[src/rtl/fetch_memory_interface_if.sv]
// Instruction-memory read bus: the fetch interface is the master, the memory is the slave.
interface fetch_memory_interface_if;
    logic [31:0] memAddress;
    logic        memRequest;
    logic [31:0] memReadData;
    logic        memAck;
    logic        memError;

    modport master (
        output memAddress,
        output memRequest,
        input  memReadData,
        input  memAck,
        input  memError
    );

    modport slave (
        input  memAddress,
        input  memRequest,
        output memReadData,
        output memAck,
        output memError
    );
endinterface

[src/rtl/fetch_memory_interface.sv]
// Single-word instruction fetch buffer with request timeout and stale-request discard.
// Optional macro FETCH_PREFETCH_EN adds a sequential next-word prefetch buffer.
module fetch_memory_interface #(
    parameter int unsigned TIMEOUT_CYCLES = 255
) (
    input  logic                            clk,
    input  logic                            rst,
    input  logic [31:0]                     fetchAddress,
    input  logic                            fetchEnable,
    output logic [31:0]                     currentInstruction,
    output logic                            fetchBusy,
    output logic                            fetchError,
    fetch_memory_interface_if.master        mem
);
    typedef enum logic [1:0] {IDLE, WAIT, DISCARD, VALID} state_t;

    localparam logic [7:0] TIMEOUT_LIMIT = 8'(TIMEOUT_CYCLES);

    state_t      state_q, state_d;
    logic [31:0] buffer_q, buffer_d;
    logic [29:0] tag_q, tag_d;
    logic        err_q, err_d;
    logic [7:0]  count_q, count_d;
    logic        mem_req_q, mem_req_d;
    logic [31:0] mem_addr_q, mem_addr_d;

    logic [29:0] fetch_tag;
    logic [7:0]  count_inc;
    logic        hit;
    logic        timeout;
    logic        unused_addr_bits;

`ifdef FETCH_PREFETCH_EN
    logic [31:0] pf_data_q, pf_data_d;
    logic [29:0] pf_tag_q, pf_tag_d;
    logic        pf_valid_q, pf_valid_d;
    logic        pf_pend_q, pf_pend_d;
    logic        pf_done;
`endif

    assign fetch_tag          = fetchAddress[31:2];
    assign unused_addr_bits   = ^fetchAddress[1:0];
    assign hit                = (state_q == VALID) && (tag_q == fetch_tag);
    assign fetchBusy          = fetchEnable && !hit;
    assign currentInstruction = hit ? buffer_q : 32'hFFFF_FFFF;
    assign fetchError         = hit && err_q;
    assign mem.memRequest     = mem_req_q;
    assign mem.memAddress     = mem_addr_q;
    assign count_inc          = count_q + 8'd1;
    assign timeout            = (count_inc >= TIMEOUT_LIMIT);

`ifdef FETCH_PREFETCH_EN
    assign pf_done = pf_pend_q && (mem.memAck || mem.memError || timeout);
`endif

    // Next-state logic; timeout is checked before the stale-address test so a
    // request that is abandoned on its last allowed cycle never outlives the limit.
    always_comb begin
        state_d    = state_q;
        buffer_d   = buffer_q;
        tag_d      = tag_q;
        err_d      = err_q;
        count_d    = count_q;
        mem_req_d  = mem_req_q;
        mem_addr_d = mem_addr_q;
`ifdef FETCH_PREFETCH_EN
        pf_data_d  = pf_data_q;
        pf_tag_d   = pf_tag_q;
        pf_valid_d = pf_valid_q;
        pf_pend_d  = pf_pend_q;
`endif
        unique case (state_q)
            IDLE, VALID: begin
`ifdef FETCH_PREFETCH_EN
                if (pf_pend_q) begin
                    count_d = count_inc;
                    if (mem.memError || timeout) begin
                        pf_pend_d = 1'b0;
                        mem_req_d = 1'b0;
                    end else if (mem.memAck) begin
                        pf_pend_d  = 1'b0;
                        mem_req_d  = 1'b0;
                        pf_valid_d = 1'b1;
                        pf_data_d  = mem.memReadData;
                    end
                end
                if (fetchEnable && !hit) begin
                    if (pf_valid_q && (pf_tag_q == fetch_tag)) begin
                        buffer_d   = pf_data_q;
                        tag_d      = pf_tag_q;
                        err_d      = 1'b0;
                        state_d    = VALID;
                        pf_tag_d   = pf_tag_q + 30'd1;
                        pf_pend_d  = 1'b1;
                        pf_valid_d = 1'b0;
                        count_d    = 8'd0;
                        mem_req_d  = 1'b1;
                        mem_addr_d = {pf_tag_q + 30'd1, 2'b00};
                    end else if (pf_pend_q && !pf_done && (pf_tag_q == fetch_tag)) begin
                        tag_d     = pf_tag_q;
                        pf_pend_d = 1'b0;
                        state_d   = WAIT;
                    end else if (pf_pend_q && !pf_done) begin
                        pf_pend_d = 1'b0;
                        state_d   = DISCARD;
                    end else begin
                        tag_d      = fetch_tag;
                        count_d    = 8'd0;
                        mem_req_d  = 1'b1;
                        mem_addr_d = {fetch_tag, 2'b00};
                        state_d    = WAIT;
                    end
                end
`else
                if (fetchEnable && !hit) begin
                    tag_d      = fetch_tag;
                    count_d    = 8'd0;
                    mem_req_d  = 1'b1;
                    mem_addr_d = {fetch_tag, 2'b00};
                    state_d    = WAIT;
                end
`endif
            end
            WAIT: begin
                count_d = count_inc;
                if (mem.memError || (!mem.memAck && timeout)) begin
                    buffer_d  = 32'hFFFF_FFFF;
                    err_d     = 1'b1;
                    mem_req_d = 1'b0;
                    state_d   = VALID;
                end else if (mem.memAck) begin
                    buffer_d  = mem.memReadData;
                    err_d     = 1'b0;
                    mem_req_d = 1'b0;
                    state_d   = VALID;
`ifdef FETCH_PREFETCH_EN
                    pf_tag_d   = tag_q + 30'd1;
                    pf_pend_d  = 1'b1;
                    pf_valid_d = 1'b0;
                    count_d    = 8'd0;
                    mem_req_d  = 1'b1;
                    mem_addr_d = {tag_q + 30'd1, 2'b00};
`endif
                end else if (!fetchEnable || (fetch_tag != tag_q)) begin
                    state_d = DISCARD;
                end
            end
            DISCARD: begin
                count_d = count_inc;
                if (mem.memAck || mem.memError || timeout) begin
                    mem_req_d = 1'b0;
                    state_d   = IDLE;
                end
            end
        endcase
    end

    always_ff @(posedge clk or negedge rst) begin
        if (!rst) begin
            state_q    <= IDLE;
            buffer_q   <= 32'hFFFF_FFFF;
            tag_q      <= '0;
            err_q      <= 1'b0;
            count_q    <= '0;
            mem_req_q  <= 1'b0;
            mem_addr_q <= '0;
`ifdef FETCH_PREFETCH_EN
            pf_data_q  <= 32'hFFFF_FFFF;
            pf_tag_q   <= '0;
            pf_valid_q <= 1'b0;
            pf_pend_q  <= 1'b0;
`endif
        end else begin
            state_q    <= state_d;
            buffer_q   <= buffer_d;
            tag_q      <= tag_d;
            err_q      <= err_d;
            count_q    <= count_d;
            mem_req_q  <= mem_req_d;
            mem_addr_q <= mem_addr_d;
`ifdef FETCH_PREFETCH_EN
            pf_data_q  <= pf_data_d;
            pf_tag_q   <= pf_tag_d;
            pf_valid_q <= pf_valid_d;
            pf_pend_q  <= pf_pend_d;
`endif
        end
    end
endmodule

[src/flat_wrapper.sv]
// flat-port wrapper written by rule: the top's interface ports become plain ports
module fetch_memory_interface_flat 
#(
    parameter int unsigned TIMEOUT_CYCLES = 255
)
  (clk, rst, fetchAddress, fetchEnable, currentInstruction, fetchBusy, fetchError, mem_memAddress, mem_memRequest, mem_memReadData, mem_memAck, mem_memError);
  fetch_memory_interface_if mem_i ();
  input  logic clk;
  input  logic rst;
  input  logic [31:0] fetchAddress;
  input  logic fetchEnable;
  output logic [31:0] currentInstruction;
  output logic fetchBusy;
  output logic fetchError;
  output wire logic [$bits(mem_i.memAddress)-1:0] mem_memAddress;
  output wire logic [$bits(mem_i.memRequest)-1:0] mem_memRequest;
  input wire logic [$bits(mem_i.memReadData)-1:0] mem_memReadData;
  input wire logic [$bits(mem_i.memAck)-1:0] mem_memAck;
  input wire logic [$bits(mem_i.memError)-1:0] mem_memError;
  assign mem_memAddress = mem_i.memAddress;
  assign mem_memRequest = mem_i.memRequest;
  assign mem_i.memReadData = mem_memReadData;
  assign mem_i.memAck = mem_memAck;
  assign mem_i.memError = mem_memError;
  fetch_memory_interface #(.TIMEOUT_CYCLES(TIMEOUT_CYCLES)) u_core (.clk(clk), .rst(rst), .fetchAddress(fetchAddress), .fetchEnable(fetchEnable), .currentInstruction(currentInstruction), .fetchBusy(fetchBusy), .fetchError(fetchError), .mem(mem_i));
endmodule
[config.mk]
export PLATFORM = sky130hd
export DESIGN_NAME = fetch_memory_interface_flat
export DESIGN_NICKNAME = d
export VERILOG_FILES = /design/src/rtl/fetch_memory_interface_if.sv /design/src/rtl/fetch_memory_interface.sv /design/src/flat_wrapper.sv
export SDC_FILE = /design/constraint.sdc
export NUM_CORES = 1
export LEC_CHECK = 0
export CAP_MARGIN = 20
export CORE_MARGIN = 3
export CORE_UTILIZATION = 40
export CTS_CLUSTER_DIAMETER = 40
export DETAILED_ROUTE_END_ITERATION = 6
export GPL_ROUTABILITY_DRIVEN = 0
export PLACE_DENSITY = 0.76
export REMOVE_ABC_BUFFERS = 1
export SYNTH_ARGS = -nofsm -noshare
export SYNTH_HDL_FRONTEND = slang
export SYNTH_SLANG_ARGS = --single-unit
[constraint.sdc]
create_clock -name clk -period 2 [get_ports clk]
set_clock_uncertainty 0.1 [all_clocks]
set_input_delay 0.4 -clock clk [delete_from_list [all_inputs] [get_ports clk]]
set_output_delay 0.4 -clock clk [all_outputs]
set_load 0.005 [all_outputs]
==> run metrics <==
CTS root buf=clkbuf_8; worst path cell trace=clkdlybuf4s50_1, xor2_1, nor2_1, and3_1, buf_4, a41oi_2, clkdlybuf4s50_1; first-pass GRT wire length=17100 um; RSZ-0062 raised after global routing=yes; Avg Inst Size Synth=12.1 um^2; Max FO, Critical Path=3; Final period util=140%; CP delay by family, top=buffers and inverters; Post-Syn Area=3640 um^2; Post-synth ARST share=100%; Buf/Inv on CP=3; GRT Total Usage=21.5%; Critical Path AT=2.30 ns; chip width=101 um; VDD IR-drop max=0.692 mV; CP most frequent cell=clkdlybuf4s50_1; CTS Buf Count=9; row cnt=34; Mapped Cells=301; share of cells above drive strength 1=46.0%; Port Buf Inserts=131; remaining global-route overflow=0; worst min path class=input port to flip-flop; CTS tree=yes; CORE AREA=8760 um^2; vias in the first global route=3407; htree depth=3; Setup CP Type=input port to output port; Critical Path End Type=output port; antenna fix cells=0; final instance area=6070 um^2; Reg clk slew, reported paths=0.08 ns; Fin. Hold Viols=0; Initial Utilization=41.5%; final setup vio count=103; Critical Path Start Type=input port; post-synth cell types=37; CP max-delay cell=clkdlybuf4s50_1; chip height=101 um; Pleak=2.56 nW; starting DRC count in detailed routing=101; Final Power=8.17 mW; pin count of the biggest net entering global routing=33; outcome=finished with violations; Seq/Total Area, Yosys=52.0%; max cap viols=0; Yosys reg bits=74; Critical Path RT=1.50 ns; worst setup path startpoint=fetchAddress[2]; Residual DRC=0; clk buf depth=2; DP Wirelength=6830 um; Final Max Slew Viols=0; full die area=10300 um^2; minimum clock period=2.80 ns; setup ws final=-0.802 ns; Top Ports=136; dominant synthesized flop cell=dfrtp_1; Post-synth EDFFs=0; hold_sp=fetchAddress[7]; Via density=5.06; initial antenna violation count=0; Placed Area=5440 um^2; YS warnings=0; Crit path largest cell delay=0.56 ns; drt first pass iters=4; flop-to-flop setup slack=-0.48 ns; post-route ant nets=0; final wirelength=10600 um; clk_lat worst skew=0.34 ns; Layout Area Growth over Synthesis=66.9%; clock sink count=74; wire per inst=17.2 um; violated checks=setup timing; nets=579; P per Cell Area=1340 nW/um^2; FMAX=357 MHz; RR Startpoint=u_core.tag_q[7]$_DFFE_PN0P_; vias=3125
[cells in the mapped netlist (all sizes together), types with 4 or more instances]
cell / number / area share, %
or2: 33 / 5.7
a22o: 4 / 0.96
ha: 6 / 2.1
nand2: 7 / 0.72
xnor2: 25 / 6.0
inv: 6 / 0.62
buf: 9 / 2.4
clkbuf: 10 / 1.0
nor2: 15 / 1.5
dfrtp: 42 / 29
mux2: 32 / 9.9
o22a: 33 / 7.9
nand4: 8 / 1.4
xor2: 8 / 1.9
dfstp: 32 / 23
o21ai: 5 / 0.79
[metrics by stage]
step	cells	worst slack (ns)	TNS, ns	utilization (%)	hold slack [ns]
after CTS	620	-0.801	-43.98	69.9	0.350
final	617	-0.802	-42.63	69.3	0.365
after global placement	579	-1.16	-75.51	62.1	0.249
after global routing	617	-0.932	-56.76	69.3	0.369
after floorplan	283	-0.812	-56.92	-	0.00441
after detailed placement	579	-1.21	-79.36	62.1	0.250
[where the power goes]
part           total [mW]  internal [mW]  switching, mW
combinational        4.10           2.61           1.50
clock                1.16          0.612          0.550
sequential           2.90           2.43          0.472
[layer usage]
| metal | track usage (%) | routed length (um) |
|---|---|---|
| met1 | 24.9 | 4120 |
| met2 | 38.8 | 5490 |
| met3 | 4.96 | 870 |
| met4 | 7.36 | 102 |
| met5 | 0 | 0 |
[worst register-to-register path, stage by stage (launching register included)]
cell,delay (ns)
dfrtp_1,0.39
xor2_1,0.15
nor4_2,0.29
and3_1,0.21
buf_4,0.11
a41oi_2,0.18
buf_4,0.20
nand2_4,0.12
bufbuf_16,0.29
mux2_2,0.33
[kinds of logic (layout without fill, tap and decap cells)]
group | after synthesis | in the layout | synth area share, %
AOI/OAI and AO/OA | 55 | 55 | 12.2
buffers and inverters | 25 | 232 | 4.02
muxes | 35 | 35 | 10.7
other | 1 | 2 | 0.103
adders and majority gates | 6 | 6 | 2.06
and+or+nand+nor | 72 | 72 | 11.0
DFF | 74 | 74 | 52.0
xor gates and xnor gates | 33 | 33 | 7.94
[layout make-up]
class / instances / area (um^2)
well taps: 108 / 135
flip-flops and latches: 74 / 1890
inverters: 6 / 22.5
repair buffers: 210 / 2100
clock inverters: 4 / 51.3
fillers: 622 / 2690
multi-input cells: 203 / 1730
clock buffers: 12 / 145
[path summary, 6_finish.rpt]
kind	to	depth (start not counted)
max	fetchBusy	7
min	u_core.tag_q[5]$_DFFE_PN0P_	2
max reg2reg	u_core.tag_q[7]$_DFFE_PN0P_	9
min reg2reg	u_core.mem.memRequest$_DFFE_PN0P_	1
max in group asynchronous	u_core.buffer_q[7]$_DFFE_PN1P_	3
min in group asynchronous	u_core.err_q$_DFFE_PN0P_	2
[cell usage in the layout (no fill, tap or decap), types with 3 or more instances in the layout]
cell / instances
dlygate4sd2_1: 10
or2_4: 30
dfstp_2: 32
mux2_2: 30
dfrtp_1: 42
clkbuf_8: 10
inv_1: 6
buf_8: 4
buf_12: 3
a22o_1: 4
buf_6: 42
nor2_2: 3
and3_1: 3
o21ai_0: 4
nand2_1: 5
o22a_1: 33
xor2_1: 8
buf_4: 58
mux2i_1: 3
xnor2_1: 25
nor2_1: 12
or2_2: 3
a21oi_1: 3
nand4_1: 8
clkdlybuf4s50_1: 87
ha_1: 5
[timing repair]
| item | 4_1_cts | 5_1_grt |
|---|---|---|
| pin swaps | 9 | 10 |
| hold buffers | 1 | 0 |
| endpoints found under the setup margin | 107 | 107 |
| hold endpoints to repair | 6 | 0 |
| buffers inserted | 14 | 1 |
| resized for setup | 230 | 11 |
| cloned | 10 | 0 |
[registers in the layout (all words and copies together), names as in the netlist]
signal / cells
u_core.buffer_q: 32
u_core.count_q: 8
u_core.err_q: 1
u_core.mem.memRequest: 1
u_core.state_q: 2
u_core.tag_q: 30
(Power assumes the default switching activity.)
